[src/rtl/hazard_unit.sv]
// rtl/hazard_unit.sv - pipeline hazard control: load-use stall, branch flush, multi-cycle mul/div freeze
module hazard_unit #(
    parameter int MULDIV_CYCLES = 4
) (
    input  logic        clk,
    input  logic        rst,
    input  logic        id_valid,
    input  logic [3:0]  id_op1,
    input  logic [3:0]  id_op2,
    input  logic        id_uses_op2,
    input  logic        idex_mem_read,
    input  logic        idex_reg_write,
    input  logic [3:0]  idex_dest,
    input  logic        muldiv_start,
    input  logic        branch_taken,
    output logic        pc_write,
    output logic        ifid_write,
    output logic        ifid_flush,
    output logic        idex_write,
    output logic        idex_bubble,
    output logic        exmem_bubble,
    output logic        muldiv_busy,
    output logic [15:0] stall_count
);

    typedef enum logic {
        IDLE   = 1'b0,
        MULDIV = 1'b1
    } state_t;

    state_t      state_q, state_d;
    logic [3:0]  cnt_q, cnt_d;
    logic [15:0] stall_count_q, stall_count_d;
    logic        load_use;

    assign load_use = id_valid && idex_mem_read && idex_reg_write && (idex_dest != 4'd0) &&
                      ((idex_dest == id_op1) || (id_uses_op2 && (idex_dest == id_op2)));

    always_comb begin
        state_d      = state_q;
        cnt_d        = cnt_q;
        pc_write     = 1'b1;
        ifid_write   = 1'b1;
        ifid_flush   = 1'b0;
        idex_write   = 1'b1;
        idex_bubble  = 1'b0;
        exmem_bubble = 1'b0;
        muldiv_busy  = 1'b0;
        if (!rst) begin
            case (state_q)
                IDLE: begin
                    if (branch_taken) begin
                        ifid_flush  = 1'b1;
                        idex_bubble = 1'b1;
                    end else if (muldiv_start) begin
                        // The start cycle is itself frozen, so MULDIV covers the remaining MULDIV_CYCLES-2 freezes.
                        pc_write     = 1'b0;
                        ifid_write   = 1'b0;
                        idex_write   = 1'b0;
                        exmem_bubble = 1'b1;
                        state_d      = MULDIV;
                        cnt_d        = 4'(MULDIV_CYCLES - 2);
                    end else if (load_use) begin
                        pc_write    = 1'b0;
                        ifid_write  = 1'b0;
                        idex_bubble = 1'b1;
                    end
                end
                MULDIV: begin
                    muldiv_busy = 1'b1;
                    if (cnt_q != 4'd0) begin
                        pc_write     = 1'b0;
                        ifid_write   = 1'b0;
                        idex_write   = 1'b0;
                        exmem_bubble = 1'b1;
                        cnt_d        = cnt_q - 4'd1;
                    end else begin
                        state_d = IDLE;
                    end
                end
                default: state_d = IDLE;
            endcase
        end
        stall_count_d = stall_count_q;
        if (!pc_write && (stall_count_q != 16'hFFFF)) begin
            stall_count_d = stall_count_q + 16'd1;
        end
    end

    always_ff @(posedge clk) begin
        if (rst) begin
            state_q       <= IDLE;
            cnt_q         <= 4'd0;
            stall_count_q <= 16'd0;
        end else begin
            state_q       <= state_d;
            cnt_q         <= cnt_d;
            stall_count_q <= stall_count_d;
        end
    end

    assign stall_count = stall_count_q;

endmodule

[config.mk]
export PLATFORM = sky130hd
export DESIGN_NAME = hazard_unit
export DESIGN_NICKNAME = d
export VERILOG_FILES = /design/src/rtl/hazard_unit.sv
export SDC_FILE = /design/constraint.sdc
export NUM_CORES = 1
export LEC_CHECK = 0
export CAP_MARGIN = 40
export CORE_MARGIN = 2
export CORE_UTILIZATION = 42
export DETAILED_ROUTE_END_ITERATION = 12
export PLACE_DENSITY = 0.75
export SLEW_MARGIN = 10
export SYNTH_ARGS = -nofsm -noshare
export SYNTH_HDL_FRONTEND = slang
export SYNTH_SLANG_ARGS = --single-unit
[constraint.sdc]
create_clock -name clk -period 2.2 [get_ports clk]
set_clock_uncertainty 0.05 [all_clocks]
set_input_delay 0.33 -clock clk [delete_from_list [all_inputs] [get_ports clk]]
set_output_delay 0.33 -clock clk [all_outputs]
set_load 0.01 [all_outputs]
Word-level counts from Yosys, hierarchy flattened
Index checks and enable logic that the tools add are counted.
{ "classes": {"reduce_logical": 11, "n_div": 0, "addsub": 2, "muxes": 29, "n_shift": 0, "magnitude_cmp": 0, "multipliers": 0, "n_eq_ne": 6, "bitwise": 1} }
{ "ops": {"columns": ["op", "count"], "rows": [
  ["2-to-1 mux 1 bit", 22],
  ["adder 16 x 1 -> 16 bit, second input constant", 1],
  ["!= test 16 bit, second input constant", 1],
  ["2-to-1 mux 4 bit", 3],
  ["equality test 4 bit", 2],
  ["case mux 4 bit (2 select lines)", 1],
  ["nonzero test 4 bit", 2],
  ["logical AND 1 bit", 6],
  ["case mux 1 bit (2 select lines)", 3],
  ["!= test 2 bit, second input constant", 2],
  ["subtractor 4 x 1 -> 4 bit, second input constant", 1],
  ["AND reduction 3 bit", 1],
  ["!= test 2 x 1 -> 1 bit, second input constant", 1],
  ["zero test 1 bit", 1],
  ["logical OR 1 bit", 1],
  ["NOT 1 bit", 1]
]} }
{ "totals": {"mem_bits_rw": 0, "n_memories": 0, "in_bits": 20, "latch_bits": 0, "ff_bits": 21, "output_inout_bits": 23, "romBits": 0} }

Longest topological paths before layout
{ "logic_depth": {"word_depth": 11, "ltp_mapped": 10} }

Worst setup path after synthesis
OpenSTA, ideal clock, no wires.
{ "synth_path": {"path_kind": "reg-to-output", "from": "register cnt_q[0]", "to": "output pc_write", "path_stages_with_launch": 10, "t_arrival_ns": 1.490, "n_path_buf": 3, "setup_slack_ns": 0.330, "cell_sequence": "dfxtp_1 -> inv_1 -> ha_1 -> inv_1 -> o31a_1 -> o21a_1 -> nand3_2 -> buf_6 -> buf_6 -> buf_4"} }
{ "synth_via": {"elab_chain_cells": 4} }
{ "synth_rtl": {"columns": ["item", "line", "text"], "rows": [
  ["start, declared", "32", "logic [3:0] cnt_q, cnt_d;"],
  ["start signal, assigned", "97", "cnt_q <= cnt_d;"],
  ["nonzero test 4 bit", "71", "if (cnt_q != 4'd0) begin"],
  ["2-to-1 mux 1 bit", null, null],
  ["case mux 1 bit (2 select lines)", null, null],
  ["2-to-1 mux 1 bit", null, null],
  ["end, declared", "16", "output logic pc_write,"]
]} }
Every way passes these cells.

Worst setup path in the final report
{ "layout_path": {"from": "input id_op2[3]", "to": "output idex_bubble"} }
{ "layout_via": {"elab_chain_cells": 9} }
{ "layout_rtl": {"columns": ["item", "line", "text"], "rows": [
  ["start, declared", "9", "input logic [3:0] id_op2,"],
  ["equality test 4 bit", "37", "((idex_dest == id_op1) || (id_uses_op2 && (idex_dest == id_op2)));"],
  ["logical AND 1 bit", "37", null],
  ["logical OR 1 bit", "37", null],
  ["logical AND 1 bit", "36", "assign load_use = id_valid && idex_mem_read && idex_reg_write && (idex_dest != 4'd0) &&"],
  ["2-to-1 mux 1 bit", "63", "end else if (load_use) begin"],
  ["2-to-1 mux 1 bit", "55", "end else if (muldiv_start) begin"],
  ["2-to-1 mux 1 bit", "52", "if (branch_taken) begin"],
  ["2-to-1 mux 1 bit", "50", "case (state_q)"],
  ["2-to-1 mux 1 bit", "49", "if (!rst) begin"],
  ["end, declared", "20", "output logic idex_bubble,"]
]} }
Every way passes these cells.

==> results.md <==
- Initial Util: 0.444
- Clk Latency, worst-skew pair: 300 ps
- Crit end category: primary output
- Critical path arrival: 1720 ps
- Most common cell after layout, fill and taps aside: clkdlybuf4s50_1
- Max Slew Vio Count: 0
- WL per Instance: 13.4 um
- Global-route wire length before repair: 5100 um
- Mapped Cells: roughly 150
- FF+latch area: 422 um^2
- Internal Power: 530 uW
- Status: finished clean
- H-tree depth: 1
- CTS Hold Bufs: 0
- Slowest Stage Delay on Critical Path: between 400 and 500 ps
- Footprint of the multi-input gates: between 700 and 800 um^2
- Core Region: 2780 um^2
- CP Data Required Time: 1820 ps
- GRT Util Overall: 0.189
- VDD IR max: 375 uV
- Rows: 19
- Synth unique cells: 35
- Placed Area: 1720 um^2
- Area leader, netlist: dfxtp_1
- CTS Sinks: 21
- IO buf count: 42
- Cells along the critical path: clkdlybuf4s50_1 > xnor2_1 > nand3_1 > o21ai_1 > a21oi_1 > nor3_1 > clkdlybuf4s15_2
- Synth-to-Final Area Change: 41.8%
- Area of the mapped netlist: 1230 um^2
- Most frequent cells in the layout: 33 x clkdlybuf4s50_1, 20 x dfxtp_1, 16 x a21oi_1
- Final hold violation count: 0
- Register area share after synthesis: 0.341
- Synth top area cells: dfxtp_1 34%, a21oi_1 6.5%, xnor2_1 5.7%, o21ai_0 4.9%, or3_1 3.5%
- Fmax: around 480 MHz
- CP max FO: 2
- Detailed Place HPWL: 2420 um
- Clock network power share: 0.258
- Hold crit path type: reg2reg
- Leakage Power: about 0.00062 uW
- Final antenna diode count: 0
- Syn Nets: 174
- Routability cong.: 0.747
- Asr flop ratio synth: 0
- Vias: 1,317
- CP startpoint kind: primary input
- Setup Buffers After CTS: 0
- #FFs+latches synth: 21
- Logic pwr share: 0.190
- IO Count: 43
- Power Density: 406 nW/um^2
- Initial antenna violation count: 0
- Final wirelength: 3080 um
- Die height: just under 60 um
- Critical-path top delay cell: clkdlybuf4s50_1
- Worst Tran Pin Value: 333 ps
- Sequential Power Share: 0.553
- RSZ-0062 raised after global routing: true
- Relative slew slack: 0.776
- Final instance area: 1750 um^2
- Top FF cell, synth: dfxtp_1
- CTS max path bufs: 2
- Largest net degree at the start of global routing: 33
- Max Cap Viol: 0
- Vias in the first global route: 1,198
- Fillers: between 200 and 250
- Psw: 181 uW
- DRT Pass-1 Iters: 4
- Overflow after GRT: 0
- Dpl ws: -308 ps
- Setup WS post-layout: 98.6 ps
- Mean post-synth cell area: 8.17 um^2
- Worst-path clk slew: 110 ps
- Layout net count: 224
- Worst Setup SP: id_op2[3]
- Number of DRC markers in iteration 0: 28
- Die footprint: 3390 um^2
- Worst reg2reg path startpoint: cnt_q[0]
- Min-delay src: stall_count[8]
- Share of layout cells above drive strength 1: 0.125
- Tcrit/Tclk final: 0.955
- CTS buffer count: 3
- TritonCTS clock tree: yes
- Tmin final: ~2100 ps
- Synth top area share: 0.341
- Net Sw Frac: 0.254
- DRC viols: 0
- Clock Root Buffer: clkbuf_4
- Die width: between 50 and 60 um
- Type of the worst setup path: in2out
- EDFF count, synth: 0
- ANT nets after route: 0
- Via density: 5.70
- Synth warnings: 0
- Final setup viols: 0
worst max-delay path, delay by kind of cell:
kind,cells,cell delay (ps)
simple gates,2,270
compound gates,2,240
xor+xnor,1,140
buf+inv,2,740
through the flow:
step           TNS [ps]  total power [uW]  hold WS, ps  std cells  utilization
5_1_grt           -14.3               746          481        231        0.629
4_1_cts               0               719          450        231        0.628
3_3_place_gp      -1760               532          427        227        0.619
3_5_place_dp      -3390               538          434        227        0.619
6_report              0               711          447        231        0.629
2_1_floorplan         0               465          445        151            -
area by class of cell:
cell class | count | area share
inverter | 6 | 0.0129
clock buffer | 4 | 0.0150
tap | 31 | 0.0222
multi-input combinational | 116 | 0.422
timing repair buffer | 53 | 0.287
sequential | 21 | 0.241
routing by layer:
| metal | routed length [um] | global-route usage | vias to the layer above |
|---|---|---|---|
| met4 | 16 | 0.0399 | 0 |
| met3 | 112 | 0.0402 | 2 |
| met2 | 1510 | 0.339 | 26 |
| met5 | 0 | 0 | - |
| li1 | - | - | 675 |
| met1 | 1440 | 0.230 | 614 |
registers in the layout (all words and copies together), names as in the netlist:
name	cells
stall_count	16
cnt_q	4
state_q	1
Yosys cell counts (all sizes together), types with 2 or more instances:
master / instances
clkbuf: 2
and4: 2
inv: 6
ha: 3
nand2: 8
dfxtp: 21
xnor2: 8
o21a: 3
o31a: 3
nor4: 4
a21oi: 16
nor2b: 2
nand4: 6
nand3: 9
or2: 2
o31ai: 5
o41ai: 3
nor3: 2
nor2: 7
o21ai: 12
buf: 6
or4: 4
o311ai: 2
or3: 7
power by group through the flow:
| stage | Sequential, uW | Combinational (uW) | Clock [uW] |
|---|---|---|---|
| finish | 393 | 135 | 183 |
| CTS | 393 | 135 | 190 |
| floorplan | 399 | 66.0 | 0 |
| global placement | 400 | 131 | 0 |
| detailed placement | 401 | 137 | 0 |
| global route | 394 | 146 | 206 |
cells by family (layout without fill, tap and decap cells):
logic type / after synthesis / after routing / share of synthesized area
AOI/OAI and AO/OA: 47 / 47 / 0.241
xor gates and xnor gates: 8 / 8 / 0.0568
adders and majority gates: 3 / 3 / 0.0304
buffers and inverters: 14 / 63 / 0.0609
DFF: 21 / 21 / 0.341
and+or+nand+nor: 58 / 58 / 0.270
timing repair:
action	4_1_cts	5_1_grt
endpoints found under the setup margin	5	10
pin swaps	2	3
gates cloned	0	0
resized for setup	12	13
final timing paths:
path / endpoint / slack (ps) / depth (start not counted)
setup / recovery: idex_bubble / 100 / 7
hold / removal: stall_count[8] / 450 / 2
setup reg to reg: stall_count[8] / 130 / 9
hold reg to reg: stall_count[8] / 450 / 2
Power figures use the tool's default switching activity.
